## src/rtl/calc_seq_ctrl.sv

```systemverilog
// Sequencing controller for a BCD calculator: collects operands from a keypad,
// hands operations to an external ALU, handles chaining, errors and timeouts.
module calc_seq_ctrl #(
  parameter int unsigned DIGITS  = 4,
  parameter int unsigned TIMEOUT = 255
) (
  input  logic                clk,
  input  logic                reset,
  input  logic                key_valid,
  input  logic [3:0]          key_code,
  input  logic [4*DIGITS-1:0] alu_res,
  input  logic                alu_done,
  input  logic                alu_err,
  output logic [4*DIGITS-1:0] operand_a,
  output logic [4*DIGITS-1:0] operand_b,
  output logic [3:0]          op,
  output logic                alu_start,
  output logic [4*DIGITS-1:0] display,
  output logic                err_flag
);

  localparam int unsigned W  = 4 * DIGITS;
  localparam int unsigned CW = (TIMEOUT < 2) ? 1 : $clog2(TIMEOUT);
  localparam logic [CW-1:0] CntLast = CW'(TIMEOUT - 1);

  localparam logic [3:0] KeyEq  = 4'd10;
  localparam logic [3:0] KeyAc  = 4'd11;
  localparam logic [3:0] OpAdd  = 4'd12;

  typedef enum logic [2:0] {StEnterA, StEnterB, StCalc, StShow, StError} state_e;

  state_e        state_q, state_d;
  logic [W-1:0]  a_q, a_d, b_q, b_d, result_q, result_d;
  logic [3:0]    op_q, op_d, pending_q, pending_d;
  logic          chain_q, chain_d, b_entered_q, b_entered_d;
  logic [CW-1:0] cnt_q, cnt_d;
  logic          alu_start_q, alu_start_d;
  logic          key_prev_q;

  logic key_acc, is_digit, is_op, go_calc, full_clear;

  // Rising edge of key_valid; history resets high so a held key is not taken.
  assign key_acc  = key_valid & ~key_prev_q;
  assign is_digit = key_code < 4'd10;
  assign is_op    = key_code >= OpAdd;

  // Shift a digit in from the right unless the operand is already full.
  function automatic logic [W-1:0] shift_in(input logic [W-1:0] v, input logic [3:0] d);
    logic [W-1:0] r;
    r = v;
    if (v[W-1:W-4] == 4'h0) r = {v[W-5:0], d};
    return r;
  endfunction

  // Next-state and datapath updates for every state.
  always_comb begin
    state_d     = state_q;
    a_d         = a_q;
    b_d         = b_q;
    result_d    = result_q;
    op_d        = op_q;
    pending_d   = pending_q;
    chain_d     = chain_q;
    b_entered_d = b_entered_q;
    cnt_d       = cnt_q;
    alu_start_d = 1'b0;
    go_calc     = 1'b0;
    full_clear  = 1'b0;

    unique case (state_q)
      StEnterA: begin
        if (key_acc) begin
          if (is_digit) begin
            a_d = shift_in(a_q, key_code);
          end else if (is_op) begin
            op_d        = key_code;
            b_d         = '0;
            b_entered_d = 1'b0;
            state_d     = StEnterB;
          end else if (key_code == KeyAc) begin
            a_d = '0;
          end
        end
      end
      StEnterB: begin
        if (key_acc) begin
          if (is_digit) begin
            b_d         = shift_in(b_q, key_code);
            b_entered_d = 1'b1;
          end else if (key_code == KeyAc) begin
            if (b_q != '0) begin
              b_d = '0;
            end else begin
              a_d         = '0;
              op_d        = OpAdd;
              b_entered_d = 1'b0;
              state_d     = StEnterA;
            end
          end else if (key_code == KeyEq) begin
            chain_d = 1'b0;
            go_calc = 1'b1;
          end else if (!b_entered_q) begin
            op_d = key_code;
          end else begin
            pending_d = key_code;
            chain_d   = 1'b1;
            go_calc   = 1'b1;
          end
        end
      end
      StCalc: begin
        // Priority: abort, then completion, then timeout.
        if (key_acc && key_code == KeyAc) begin
          full_clear = 1'b1;
        end else if (alu_done) begin
          if (alu_err) begin
            state_d = StError;
          end else if (chain_q) begin
            a_d         = alu_res;
            b_d         = '0;
            op_d        = pending_q;
            b_entered_d = 1'b0;
            state_d     = StEnterB;
          end else begin
            result_d = alu_res;
            state_d  = StShow;
          end
        end else if (cnt_q == CntLast) begin
          state_d = StError;
        end else begin
          cnt_d = cnt_q + 1'b1;
        end
      end
      StShow: begin
        if (key_acc) begin
          if (is_digit) begin
            a_d     = W'(key_code);
            b_d     = '0;
            state_d = StEnterA;
          end else if (is_op) begin
            a_d         = result_q;
            op_d        = key_code;
            b_d         = '0;
            b_entered_d = 1'b0;
            state_d     = StEnterB;
          end else if (key_code == KeyEq) begin
            a_d     = result_q;
            chain_d = 1'b0;
            go_calc = 1'b1;
          end else begin
            full_clear = 1'b1;
          end
        end
      end
      StError: begin
        if (key_acc && key_code == KeyAc) full_clear = 1'b1;
      end
      default: state_d = StEnterA;
    endcase

    if (go_calc) begin
      state_d     = StCalc;
      cnt_d       = '0;
      alu_start_d = 1'b1;
    end

    if (full_clear) begin
      state_d     = StEnterA;
      a_d         = '0;
      b_d         = '0;
      result_d    = '0;
      op_d        = OpAdd;
      pending_d   = OpAdd;
      chain_d     = 1'b0;
      b_entered_d = 1'b0;
      cnt_d       = '0;
    end
  end

  // State and datapath registers.
  always_ff @(posedge clk or negedge reset) begin
    if (!reset) begin
      state_q     <= StEnterA;
      a_q         <= '0;
      b_q         <= '0;
      result_q    <= '0;
      op_q        <= OpAdd;
      pending_q   <= OpAdd;
      chain_q     <= 1'b0;
      b_entered_q <= 1'b0;
      cnt_q       <= '0;
      alu_start_q <= 1'b0;
      key_prev_q  <= 1'b1;
    end else begin
      state_q     <= state_d;
      a_q         <= a_d;
      b_q         <= b_d;
      result_q    <= result_d;
      op_q        <= op_d;
      pending_q   <= pending_d;
      chain_q     <= chain_d;
      b_entered_q <= b_entered_d;
      cnt_q       <= cnt_d;
      alu_start_q <= alu_start_d;
      key_prev_q  <= key_valid;
    end
  end

  // Display selection from current state.
  always_comb begin
    display = a_q;
    unique case (state_q)
      StEnterA:        display = a_q;
      StEnterB, StCalc: display = b_q;
      StShow:          display = result_q;
      StError:         display = {DIGITS{4'hE}};
      default:         display = a_q;
    endcase
  end

  assign operand_a = a_q;
  assign operand_b = b_q;
  assign op        = op_q;
  assign alu_start = alu_start_q;
  assign err_flag  = (state_q == StError);

endmodule
```

## config.mk

```make
export PLATFORM = sky130hd
export DESIGN_NAME = calc_seq_ctrl
export DESIGN_NICKNAME = d
export VERILOG_FILES = /design/src/rtl/calc_seq_ctrl.sv
export SDC_FILE = /design/constraint.sdc
export NUM_CORES = 1
export LEC_CHECK = 0
export ABC_AREA = 1
export ABC_CLOCK_PERIOD_IN_PS = 1580
export BUFFER_PORTS_ARGS = -buffer_cell sky130_fd_sc_hd__buf_4
export CORE_ASPECT_RATIO = 1.2
export CORE_MARGIN = 1.5
export CORE_UTILIZATION = 29
export DETAILED_ROUTE_END_ITERATION = 16
export SLEW_MARGIN = 20
export SYNTH_ARGS = -nofsm -noshare
export SYNTH_HDL_FRONTEND = slang
export SYNTH_SLANG_ARGS = --single-unit
export TNS_END_PERCENT = 30
```

## constraint.sdc

```tcl
create_clock -name clk -period 1.58 [get_ports clk]
set_input_delay 0.158 -clock clk [delete_from_list [all_inputs] [get_ports clk]]
set_output_delay 0.158 -clock clk [all_outputs]
set_load 0.05 [all_outputs]
```

======== Yosys cells after proc, flatten, opt, wreduce, memory -nomap -nowiden ========
Cells that the tools add are included.
operators by class
  $add $sub $neg .......................... 1
  equal/unequal tests ..................... 56
  multiplexer cells ....................... 128
  reductions and logical operators ........ 26
  $lt $le $gt $ge ......................... 2
  bitwise gates (word level) .............. 2
operator list
  operator             number
  $mux 16              39
  $pmux 16 s4          2
  $mux 4               21
  $ne 4x4->1 const B   19
  $ne 3x3->1 const B   17
  $mux 8               6
  $pmux 16 s3          1
  $mux 3               15
  $mux 1               37
  $reduce_bool 16->1   1
  $pmux 3 s5           1
  $reduce_and 15->1    1
  $reduce_and 13->1    1
  $ne 3x1->1 const B   4
  $pmux 4 s3           1
  $reduce_and 12->1    1
  $reduce_and 11->1    1
  $ne 5x5->1 const B   2
  $reduce_and 10->1    1
  $reduce_bool 2->1    5
  $reduce_and 9->1     1
  $add 8x1->8 const B  1
  $eq 4x4->1 const B   2
  $eq 8x8->1 const B   1
  23 further kinds     34
storage, ports and cells
  word-level logic and storage cells ...... 226
  output and inout port bits .............. 54
  bits in registers ....................... 71

======== Logic depth before layout (Yosys ltp) ========
Gate-level depths: netlist (run 1).
  depth in word-level cells ............... 8
  gate-level depth with buffers ........... 13
  mapped depth without buffers ............ 13

======== Least setup slack after synthesis (run 1) ========
Ideal clock, no wire load.
  path type ............................... flip-flop to output port
  start point ............................. register state_q[0]
  end point ............................... output display[0]
  slack ................................... -0.820 ns
  required time ........................... 1.422 ns
  arrival ................................. 2.242 ns
  stages on the path, launching flop included .. 8
  path through ............................ dfrtp_1 > buf_4 > nor2_4 > nand2_2 > inv_1 > nor2_2 > buf_2 > a21oi_1
RTL lines
  element                 RTL line  RTL
  from (decl)             32        state_e state_q, state_d;
  from (signal assigned)  183       state_q <= StEnterA;
  from (signal assigned)  195       state_q <= state_d;
  $eq 3x3->1              --
  named net err_flag      19        output logic err_flag
  $pmux 16 s3             212       unique case (state_q)
  to (decl)               18        output logic [4*DIGITS-1:0] display,
The timed path passes the listed nets, and every way through them passes these cells.

======== Final worst setup path (run 1) ========
  start point ............................. register state_q[0]
  end point ............................... register a_q[2], in the netlist operand_a[2]
between the ends
  longest elaborated chain between the ends .. 5
ends and longest elaborated chain
  element                                              RTL line  RTL
  $eq 3x3->1 or $eq 3x2->1 (tied branches)             70        unique case (state_q)
  $reduce_or 2->1 (no source line)                     --
  $pmux 1 s2                                           70
  $ne 5x5->1 (no source line) (tied with other cells)  --
  $reduce_and 15->1 (no source line)                   --
  to (signal assigned)                                 184       a_q <= '0;
  to (signal assigned)                                 196       a_q <= a_d;
  to (decl)                                            33        logic [W-1:0] a_q, a_d, b_q, b_d, result_q, result_d;
Parallel ways exist; a longest one is shown, timed or not.
A chain may end at the register's enable or synchronous reset.

==> metrics list, run 1 <==
- Global-route wire length before repair: ~30 mm
- The first routing iteration left 417 violations.
- Fraction of synthesis flops using an asynchronous set or reset pin: 100.0%
* Clock Path Buffers: 2
* R2R Setup Slk: -0.43 ns
- Number of buffers inserted during clock tree synthesis: 9
- In this run, synthesis inferred 0 flip-flops with an integrated enable.
* Hold Path Class: input pin to register
- The tree built by TritonCTS fans out to 71 sinks.
- Of the available clock period, the critical path in the final layout requires 127.3%.
- Core area: 0.01634 mm2
- Area occupied by registers: 0.001787 mm2
- Detailed-placement wirelength estimate: about 13 mm
- Sequential area share after synthesis: 36.47%
- Pins Over Slew Limit: 0
- Slew at the pin with the worst max-slew slack: 0.3912 ns
- From synthesis to final layout, the design area changed by 61.35%.
- Total routing usage reported by global routing: 21.72%
* Leakage power summed over all cells: 3.948 nW
- Drc violations: 0
- In this run the number of H-tree levels came out at 3.
- In the routed layout, each cell is associated on average with a via count of 5.054.
- The detail route stage leaves a number of antenna-violating nets equal to 0.
- RSZ-0062 raised after global routing: yes
- Critical-path maximum fanout: 8
* Final weighted congestion in routability-driven placement: 0.9178
* Number of antenna repair diodes: 0
- Run status: finished with violations
- Leftover overflow at the end of global routing: 0
* Die width: 121.5 um
- The number of antenna violations at the first check in global routing came to 0.
* Fraction of synthesized cell area in xor and xnor cells: 0.5375%
- After clock tree synthesis, the clock-pin slew on the worst setup and hold paths is 0.07 ns.
- Clock latency at the later pin of the worst-skew pair: 0.35 ns
- Mapped Nets: 749
- Synth Flop Type: sky130_fd_sc_hd__dfrtp_1
* Multi-input combinational cell area: 0.003216 mm2
* Number of global-route vias before repair: about 5700
- Arrival time worst endpoint: 2.25 ns
* Largest net degree at the start of global routing: 46
- Area share of fa/ha/maj cells after synthesis: 0.5119%
- Total negative slack for setup checks: -25.33 ns
- During placement, the flow inserted port buffers numbering 78.
* Master cell of the clock root buffer: sky130_fd_sc_hd__clkbuf_16
- In this run, distinct cell masters in the synthesized netlist total 40.
- Between clock sinks in the finished design, the worst skew comes to 0.01093 ns.
- Including well taps, the total number of placed cells is ~1100.
- IO Count: 79
- Multiplexer cells account for 0% of the synthesized area.
- For this run, the top clock speed supported by timing is 497.3 MHz.
- Number of flip-flops and latches in the synthesized netlist: 71
- Clock tree from TritonCTS: done
- Proportion of layout cells with a drive suffix above 1: 38.87%
- Once the floorplan was initialized, standard cells occupied between 20% and 30% of the core.
- Summing every instance area after synthesis gives 0.004888 mm2.
- The layout has 1560 filler cells.
* Non-filler cells in the finished layout: around 1100
- Worst Setup End Kind: register
- Synth Warn #: 0
- For this design the ratio of total power to cell area is 1683 mW/mm2.
* Max-cap violation count: 0
- After layout, the worst setup slack is -0.4307 ns.
* Simple-gate portion of the synthesized area: between 40 and 50%
- Before CTS, the worst setup slack after placement is -0.2166 ns.
- Final number of setup-violating endpoints: 86
* Maximum VDD drop: 0.001258 V
- Before antenna repair, the detailed router went through 6 iterations.
- In this run the vertical extent of the chip is 145.2 um.
* Post-detailed-routing wire length: 18.72 mm
- Across all layers, the routed design uses 5792 vias.
- By area, the combinational part of the netlist is dominated by simple AND/OR/NAND/NOR gates.
- The final reports fail on negative setup slack.
* Average cell area after synthesis: 6.771 um2
* Die area: about 0.018 mm2
- Number of hold-slack violations in the final timing report: 0
* Data required time at the worst endpoint: 1.82 ns
- Subtracting the final worst setup slack from the clock period gives 2.011 ns.
- The worst setup path is of the register to register kind.
* Worst rel slew slack: 73.86%
* Complex-gate fraction of the synthesized area: 10.16%
- The initialized floorplan defines 51 standard-cell rows.
* Crit start category: register
- After detailed routing, the average wire length per cell comes to 16.33 um.
* Count of nets after finishing: 956
* Cell count after synthesis: 722
[power breakdown]
group          switching [mW]  internal (mW)
Clock                   0.872           1.55
Sequential              0.441           2.29
Combinational            5.11           3.02
Total                    6.42           6.85
[cells by family (layout without fill, tap and decap cells)]
group | Yosys count | in the layout
compound gates | 81 | 81
xor+xnor | 3 | 3
fa+ha+maj | 2 | 2
buf+inv | 90 | 300
flops | 71 | 71
simple gates | 475 | 477
[worst paths after layout]
kind                                               start                        to  depth (start not counted)
max in group asynchronous                          reset   result_q[5]$_DFFE_PN0P_                          3
worst min register to register  pending_q[2]$_DFFE_PN1P_  pending_q[2]$_DFFE_PN1P_                          2
worst min-delay path                         alu_res[14]  result_q[14]$_DFFE_PN0P_                          3
worst max register to register    state_q[0]$_DFFE_PN0P_  operand_a[2]$_DFFE_PN0P_                         10
worst max-delay path              state_q[0]$_DFFE_PN0P_  operand_a[2]$_DFFE_PN0P_                         10
min in group asynchronous                          reset      cnt_q[7]$_DFFE_PN0P_                          2
[flip-flops by register name, summed over array words and instances (netlist names), 3 cells and up]
name       count
operand_a     16
cnt_q          8
pending_q      4
result_q      16
operand_b     16
op             4
state_q        3
[metrics by stage]
step                util [%]  hold WS (ns)  area [um2]  power (mW)
floorplan                  -       -0.1376        5014       7.191
CTS                    46.45       0.04349        7589       12.88
global route           48.28       0.05477        7888       13.96
finish                 48.28       0.04533        7888       13.27
global placement       40.36        0.1080        6594       9.734
detailed placement     40.36        0.1092        6594       9.766
[cell usage after synthesis, types with 2 or more instances]
cell type / count / area, um2
sky130_fd_sc_hd__buf_2: 16 / 80.08
sky130_fd_sc_hd__ha_1: 2 / 25.02
sky130_fd_sc_hd__xor2_1: 3 / 26.28
sky130_fd_sc_hd__nand3_1: 101 / 505.5
sky130_fd_sc_hd__o22ai_1: 2 / 12.51
sky130_fd_sc_hd__buf_4: 5 / 37.54
sky130_fd_sc_hd__nand3_2: 2 / 20.02
sky130_fd_sc_hd__nor2_1: 57 / 214.0
sky130_fd_sc_hd__nor2_4: 5 / 56.30
sky130_fd_sc_hd__o2111ai_1: 12 / 105.1
sky130_fd_sc_hd__nor3_1: 3 / 15.01
sky130_fd_sc_hd__nand2_2: 6 / 37.54
sky130_fd_sc_hd__dfrtp_1: 66 / 1652
sky130_fd_sc_hd__inv_2: 6 / 22.52
sky130_fd_sc_hd__dfstp_2: 5 / 131.4
sky130_fd_sc_hd__buf_6: 4 / 45.04
sky130_fd_sc_hd__inv_1: 46 / 172.7
sky130_fd_sc_hd__nand3_4: 4 / 70.07
sky130_fd_sc_hd__o21ai_1: 5 / 25.02
sky130_fd_sc_hd__nand4_1: 23 / 143.9
sky130_fd_sc_hd__a22oi_1: 2 / 15.01
sky130_fd_sc_hd__nor2_2: 7 / 43.79
sky130_fd_sc_hd__a21oi_1: 11 / 55.05
sky130_fd_sc_hd__o211ai_1: 2 / 15.01
sky130_fd_sc_hd__clkbuf_1: 10 / 37.54
sky130_fd_sc_hd__a221oi_1: 3 / 26.28
sky130_fd_sc_hd__nand2_1: 263 / 987.2
sky130_fd_sc_hd__o21ai_0: 39 / 195.2
[metal layers]
metal  wire, um  vias to the layer above  part of all wire (%)  track usage, %
met4        668                        0                   3.6           9.941
met1       8133                     2707                    43           29.54
li1           -                     2812                     -               -
met5          0                        -                     0               0
met3       1159                       43                   6.2           3.105
met2       8756                      230                    47           33.81
[cell type report]
cell class | count | area share [%]
Clock buffer | 9 | 2.855
Clock inverter | 7 | 1.523
Inverter | 53 | 2.760
Multi-Input combinational cell | 563 | 40.77
Sequential cell | 71 | 22.65
Tap cell | 212 | 3.363
Timing Repair Buffer | 231 | 26.08
[cells in the final DEF (no fill, tap or decap), types with 5 or more instances in the layout]
cell type,n
sky130_fd_sc_hd__nand2_1,229
sky130_fd_sc_hd__buf_4,178
sky130_fd_sc_hd__nand3_1,97
sky130_fd_sc_hd__dfrtp_1,63
sky130_fd_sc_hd__nor2_1,53
sky130_fd_sc_hd__inv_1,43
sky130_fd_sc_hd__buf_6,36
sky130_fd_sc_hd__o21ai_0,31
sky130_fd_sc_hd__nand2_2,27
sky130_fd_sc_hd__nand4_1,23
sky130_fd_sc_hd__nor2_4,13
sky130_fd_sc_hd__nand2_4,11
sky130_fd_sc_hd__o2111ai_2,9
sky130_fd_sc_hd__o21ai_1,9
sky130_fd_sc_hd__clkbuf_16,9
sky130_fd_sc_hd__buf_12,9
sky130_fd_sc_hd__nand3_4,8
sky130_fd_sc_hd__a21oi_1,7
sky130_fd_sc_hd__inv_2,5
sky130_fd_sc_hd__o21ai_2,5
sky130_fd_sc_hd__dfstp_2,5
[critical path, stage by stage, from the launching register on]
cell and delay [ns]:
sky130_fd_sc_hd__dfrtp_2 0.46, sky130_fd_sc_hd__nor2_4 0.18, sky130_fd_sc_hd__nand2_4 0.09, sky130_fd_sc_hd__buf_6 0.14, sky130_fd_sc_hd__nand2_4 0.06, sky130_fd_sc_hd__nand3_4 0.12
sky130_fd_sc_hd__buf_6 0.16, sky130_fd_sc_hd__a21oi_4 0.29, sky130_fd_sc_hd__nand3_4 0.23, sky130_fd_sc_hd__nand2_2 0.11, sky130_fd_sc_hd__nand2_1 0.05
[timing repair]
| item | CTS | global route |
|---|---|---|
| endpoints found under the setup margin | 86 | 86 |
| gates resized for setup | 101 | 60 |
| endpoints found under the hold margin | 22 | 0 |
| pin swaps | 18 | 18 |
| cloned | 3 | 1 |
| setup buffers | 19 | 12 |
| hold buffers | 2 | 0 |
No activity file was read; power rests on OpenSTA's default activity.
==> inputs of run 2 (changes only) <==
--- a/config.mk
+++ b/config.mk
@@ -5,7 +5,6 @@
 export SDC_FILE = /design/constraint.sdc
 export NUM_CORES = 1
 export LEC_CHECK = 0
-export ABC_AREA = 1
 export ABC_CLOCK_PERIOD_IN_PS = 1580
 export BUFFER_PORTS_ARGS = -buffer_cell sky130_fd_sc_hd__buf_4
 export CORE_ASPECT_RATIO = 1.2
==> run 2 against run 1 <==
The run still ends with negative setup slack left. Maximum frequency down 8.4%. Synthesized cell count down 31%. First-iteration DRC count up 9.4%. Cell area decreased by 2.7%.
==> metrics list, run 2 <==
- RSZ-0062 raised after global routing: yes
- The level count of the clock H-tree is 3 (unchanged).
- Upper clock frequency limit: 455.3 MHz (-8.4%)
* Vertical die dimension: 140.7 um (-3.1%)
* Most common cell after layout, fill and taps aside: sky130_fd_sc_hd__buf_4
- The total power density per cell area was 2285 mW/mm2 (+36%).
* Number of filler cells placed in the layout: 1438 (-7.8%)
- Arrival time worst endpoint: 2.44 ns (+0.19 ns)
- The area after detailed placement came to 0.006668 mm2 (+1.1%).
* Die area: 0.01657 mm2 (-6.1%)
- STA classifies the critical path endpoint as a register.
- Core area: 0.01551 mm2 (-5.0%)
- Pins Over Slew Limit: 0 (unchanged)
- The maximum fanout along the worst path came to 8 (unchanged).
* Most instantiated library cell after synthesis: sky130_fd_sc_hd__dfrtp_1
- The total count of hold-check failures in the final report is 0 (unchanged).
* Multi-input combinational cell area: 0.003246 mm2 (+0.93%)
- The ratio of final minimum period to clock period was 139.0% (+12 points).
- The fraction of layout cells with a size suffix above 1 came to 54.14% (+15 points).
- Non-filler cells in the finished layout: 908 (-21%)
* Overall Power: 17.54 mW (+32%)
* Cell types with the highest counts after synthesis: 66 x sky130_fd_sc_hd__dfrtp_1, 51 x sky130_fd_sc_hd__nand2_1, 41 x sky130_fd_sc_hd__o21ai_0
* Master cell of the clock root buffer: sky130_fd_sc_hd__clkbuf_16
- The count of TritonRoute iterations in the first routing pass is 5 (-1).
* Placed cell count: 872 (-20%)
- Leaving out fill and tap cells, the most frequent cells in the layout are 185 x sky130_fd_sc_hd__buf_4, 51 x sky130_fd_sc_hd__dfrtp_1, 46 x sky130_fd_sc_hd__nand2_1, 37 x sky130_fd_sc_hd__a21oi_1, 30 x sky130_fd_sc_hd__buf_6.
* Layout Utilization: 49.46% (+1.2 points)
* Leftover overflow at the end of global routing: 0 (unchanged)
- The final net count came to 722 (-24%).
- Global-route wire length before repair: 27.86 mm (-7.0%)
- Setup Crit Path Kind: register to register
- Number of antenna repair diodes: 0 (unchanged)
- The CTS clock-pin slew for the worst setup and hold paths was 0.06 ns (about the same).
- Synth Flop Type: sky130_fd_sc_hd__dfrtp_1
- Slew at the pin with the worst max-slew slack: 0.5143 ns (+0.1231 ns)
- Number of global-route vias before repair: 5061 (-11%)
* Antenna Nets Post-Route: 0 (unchanged)
* Worst-case clock skew: 0.009887 ns (-0.001046 ns)
- Final weighted congestion in routability-driven placement: 0.9201 (+0.25%)
* Maximum VDD drop: 0.0008400 V (-33%)
* Via total after detailed routing: 4881 (-16%)
- The largest buffer count on any clock path was 2 (unchanged).
- Antenna violations before repair: 0 (unchanged)
* Worst rel slew slack: 65.56% (-8.3 points)
- The leakage power of the design was 3.338 nW (-15%).
* Run status: finished with violations
- Post-synthesis to final-layout area growth: 67.39%
* Post-synth EDFFs: 0 (unchanged)
- Worst setup slack after layout: -0.6162 ns (-0.1855 ns)
* Total clock sinks: 71 (unchanged)
- STA classifies the critical path startpoint as a register.
- The number of nets produced by synthesis was 523 (-30%).
- Cell count after synthesis: 496 (-31%)
- The number of warnings printed during yosys synthesis came to 0 (unchanged).
- Area occupied by registers: 0.001802 mm2 (+0.84%)
- The top-area cell type share of the netlist area is 36.03% (+2.2 points).
* Buffers on Ports: 78 (unchanged)
- The DRC violation total after the first TritonRoute iteration is 456 (+9.4%).
- The summed instance area of the synthesized netlist is 0.004584 mm2 (-6.2%).
* Clock latency at the later pin of the worst-skew pair: 0.36 ns (about the same)
* Leading post-synthesis cells by cell area: sky130_fd_sc_hd__dfrtp_1 36%, sky130_fd_sc_hd__mux2_2 4.7%, sky130_fd_sc_hd__o21ai_0 4.5%
- The required time at the endpoint of the critical path is 1.83 ns (about the same).
- The total of endpoints with negative setup slack in the final report came to 87 (+1.2%).
- Post-detailed-routing wire length: 17.88 mm (-4.5%)
- Sequential area share after synthesis: 38.89% (+2.4 points)
- Number of distinct standard cells referenced by the synthesized netlist: 70 (+75%)
- The global-route usage over all layers is 21.65% (-0.079 points).
- Most area-hungry cell type in the Yosys netlist: sky130_fd_sc_hd__dfrtp_1
- Routed vias/inst: 5.376 (+6.4%)
- Post-place setup slack: -0.6606 ns (-0.4440 ns)
* Initial cell density of the core: 29.55% (-0.38 points)
- The number of placement rows was 50 (-2.0%).
- Detailed-placement wirelength estimate: 13.30 mm (-0.66%)
* Worst hold slack: 0.01657 ns (-0.02875 ns)
- Summed area of non-filler cells in the final layout: 0.007674 mm2 (-2.7%)
- Die width: 117.8 um (-3.1%)
- Fraction of synthesis flops using an asynchronous set or reset pin: 100.0% (unchanged)
- Max-cap violation count: 0 (unchanged)
- Failing checks: negative setup slack
- Largest net degree at the start of global routing: 36 (-22%)
- The number of remaining DRC errors was 0 (unchanged).
- Number of flip-flops and latches in the synthesized netlist: 71 (unchanged)
* Average cell area after synthesis: 9.243 um2 (+37%)
- The path class of the tightest hold or removal check is input pin to register.
- The post-route minimum period is 2.196 ns (+0.1855 ns).
- Number of buffers inserted during clock tree synthesis: 9 (unchanged)
* IO Count: 79 (unchanged)
* Clock tree from TritonCTS: done
- The final-layout setup total negative slack is -36.66 ns (-11.33 ns).
- The wire length per cell after detailed routing came to 19.69 um (+21%).
## run 2: changes by cell type after synthesis, sizes merged, moves of 11 or more
cell / previous run / this run
a21oi: 12 / 37
o221ai: 1 / 12
nand4: 24 / 3
nand2: 270 / 51
mux2: 0 / 29
a221oi: 3 / 14
a22o: 0 / 13
inv: 53 / 12
clkbuf: 11 / 25
nand3: 107 / 12
nor3: 4 / 21
nor2: 70 / 27
o2111ai: 12 / 0
## run 2: cell families after synthesis
group / Yosys count / synth area share (%)
fa+ha+maj: 2 / 0.5458
xor+xnor: 6 / 1.146
buf+inv: 55 / 5.840
simple gates: 153 / 16.92
flops: 71 / 38.89
mux: 39 / 10.04
compound gates: 170 / 26.61
## run 2: worst paths after layout
check | startpoint | endpoint | slack (ns) | cells past startpoint
worst max-delay path | state_q[0]$_DFFE_PN0P_ | state_q[0]$_DFFE_PN0P_ | -0.62 | 8
worst min-delay path | key_valid | key_prev_q$_DFF_PN1_ | 0.02 | 2
worst max register to register | state_q[0]$_DFFE_PN0P_ | state_q[0]$_DFFE_PN0P_ | -0.62 | 8
worst min register to register | pending_q[1]$_DFFE_PN0P_ | pending_q[1]$_DFFE_PN0P_ | 0.49 | 2
max in group asynchronous | reset | operand_b[10]$_DFFE_PN0P_ | 0.77 | 3
min in group asynchronous | reset | pending_q[1]$_DFFE_PN0P_ | 0.23 | 2
## run 2: worst max-delay path, cell delays in order, from the launching register on
cell                       delay, ns
sky130_fd_sc_hd__dfrtp_2        0.44
sky130_fd_sc_hd__buf_4          0.15
sky130_fd_sc_hd__buf_8          0.13
sky130_fd_sc_hd__nor3b_2        0.16
sky130_fd_sc_hd__buf_4          0.15
sky130_fd_sc_hd__and3_4         0.19
sky130_fd_sc_hd__o21a_4         0.24
sky130_fd_sc_hd__or4_4          0.54
sky130_fd_sc_hd__o311ai_2       0.09
## run 2: report_power, final
group / switching, mW / internal [mW]
Clock: 0.864 / 1.24
Sequential: 0.720 / 2.52
Combinational: 6.84 / 5.36
Total: 8.42 / 9.12
## run 2: area by class of cell
| class | count | area share (%) |
|---|---|---|
| multi-input cells | 370 | 42.30 |
| repair buffers | 231 | 26.15 |
| flip-flops and latches | 71 | 23.48 |
| well taps | 208 | 3.391 |
| clock buffers | 9 | 2.935 |
| clock inverters | 7 | 1.044 |
| inverters | 12 | 0.7011 |
## run 2: what timing repair did
item                                    CTS  global route
endpoints found under the setup margin   87            87
cloned                                    1             0
gates resized for setup                  70            66
hold endpoints to repair                 41             0
hold buffers                              1             0
buffers inserted                         10             8
pin swaps                                10            24
## run 2: layer usage
layer	global-route usage (%)	wire [um]	vias up
li1	-	-	2295
met4	11.36	818	0
met1	24.95	7239	2378
met5	0	0	-
met2	38.04	9043	161
met3	4.248	774	47
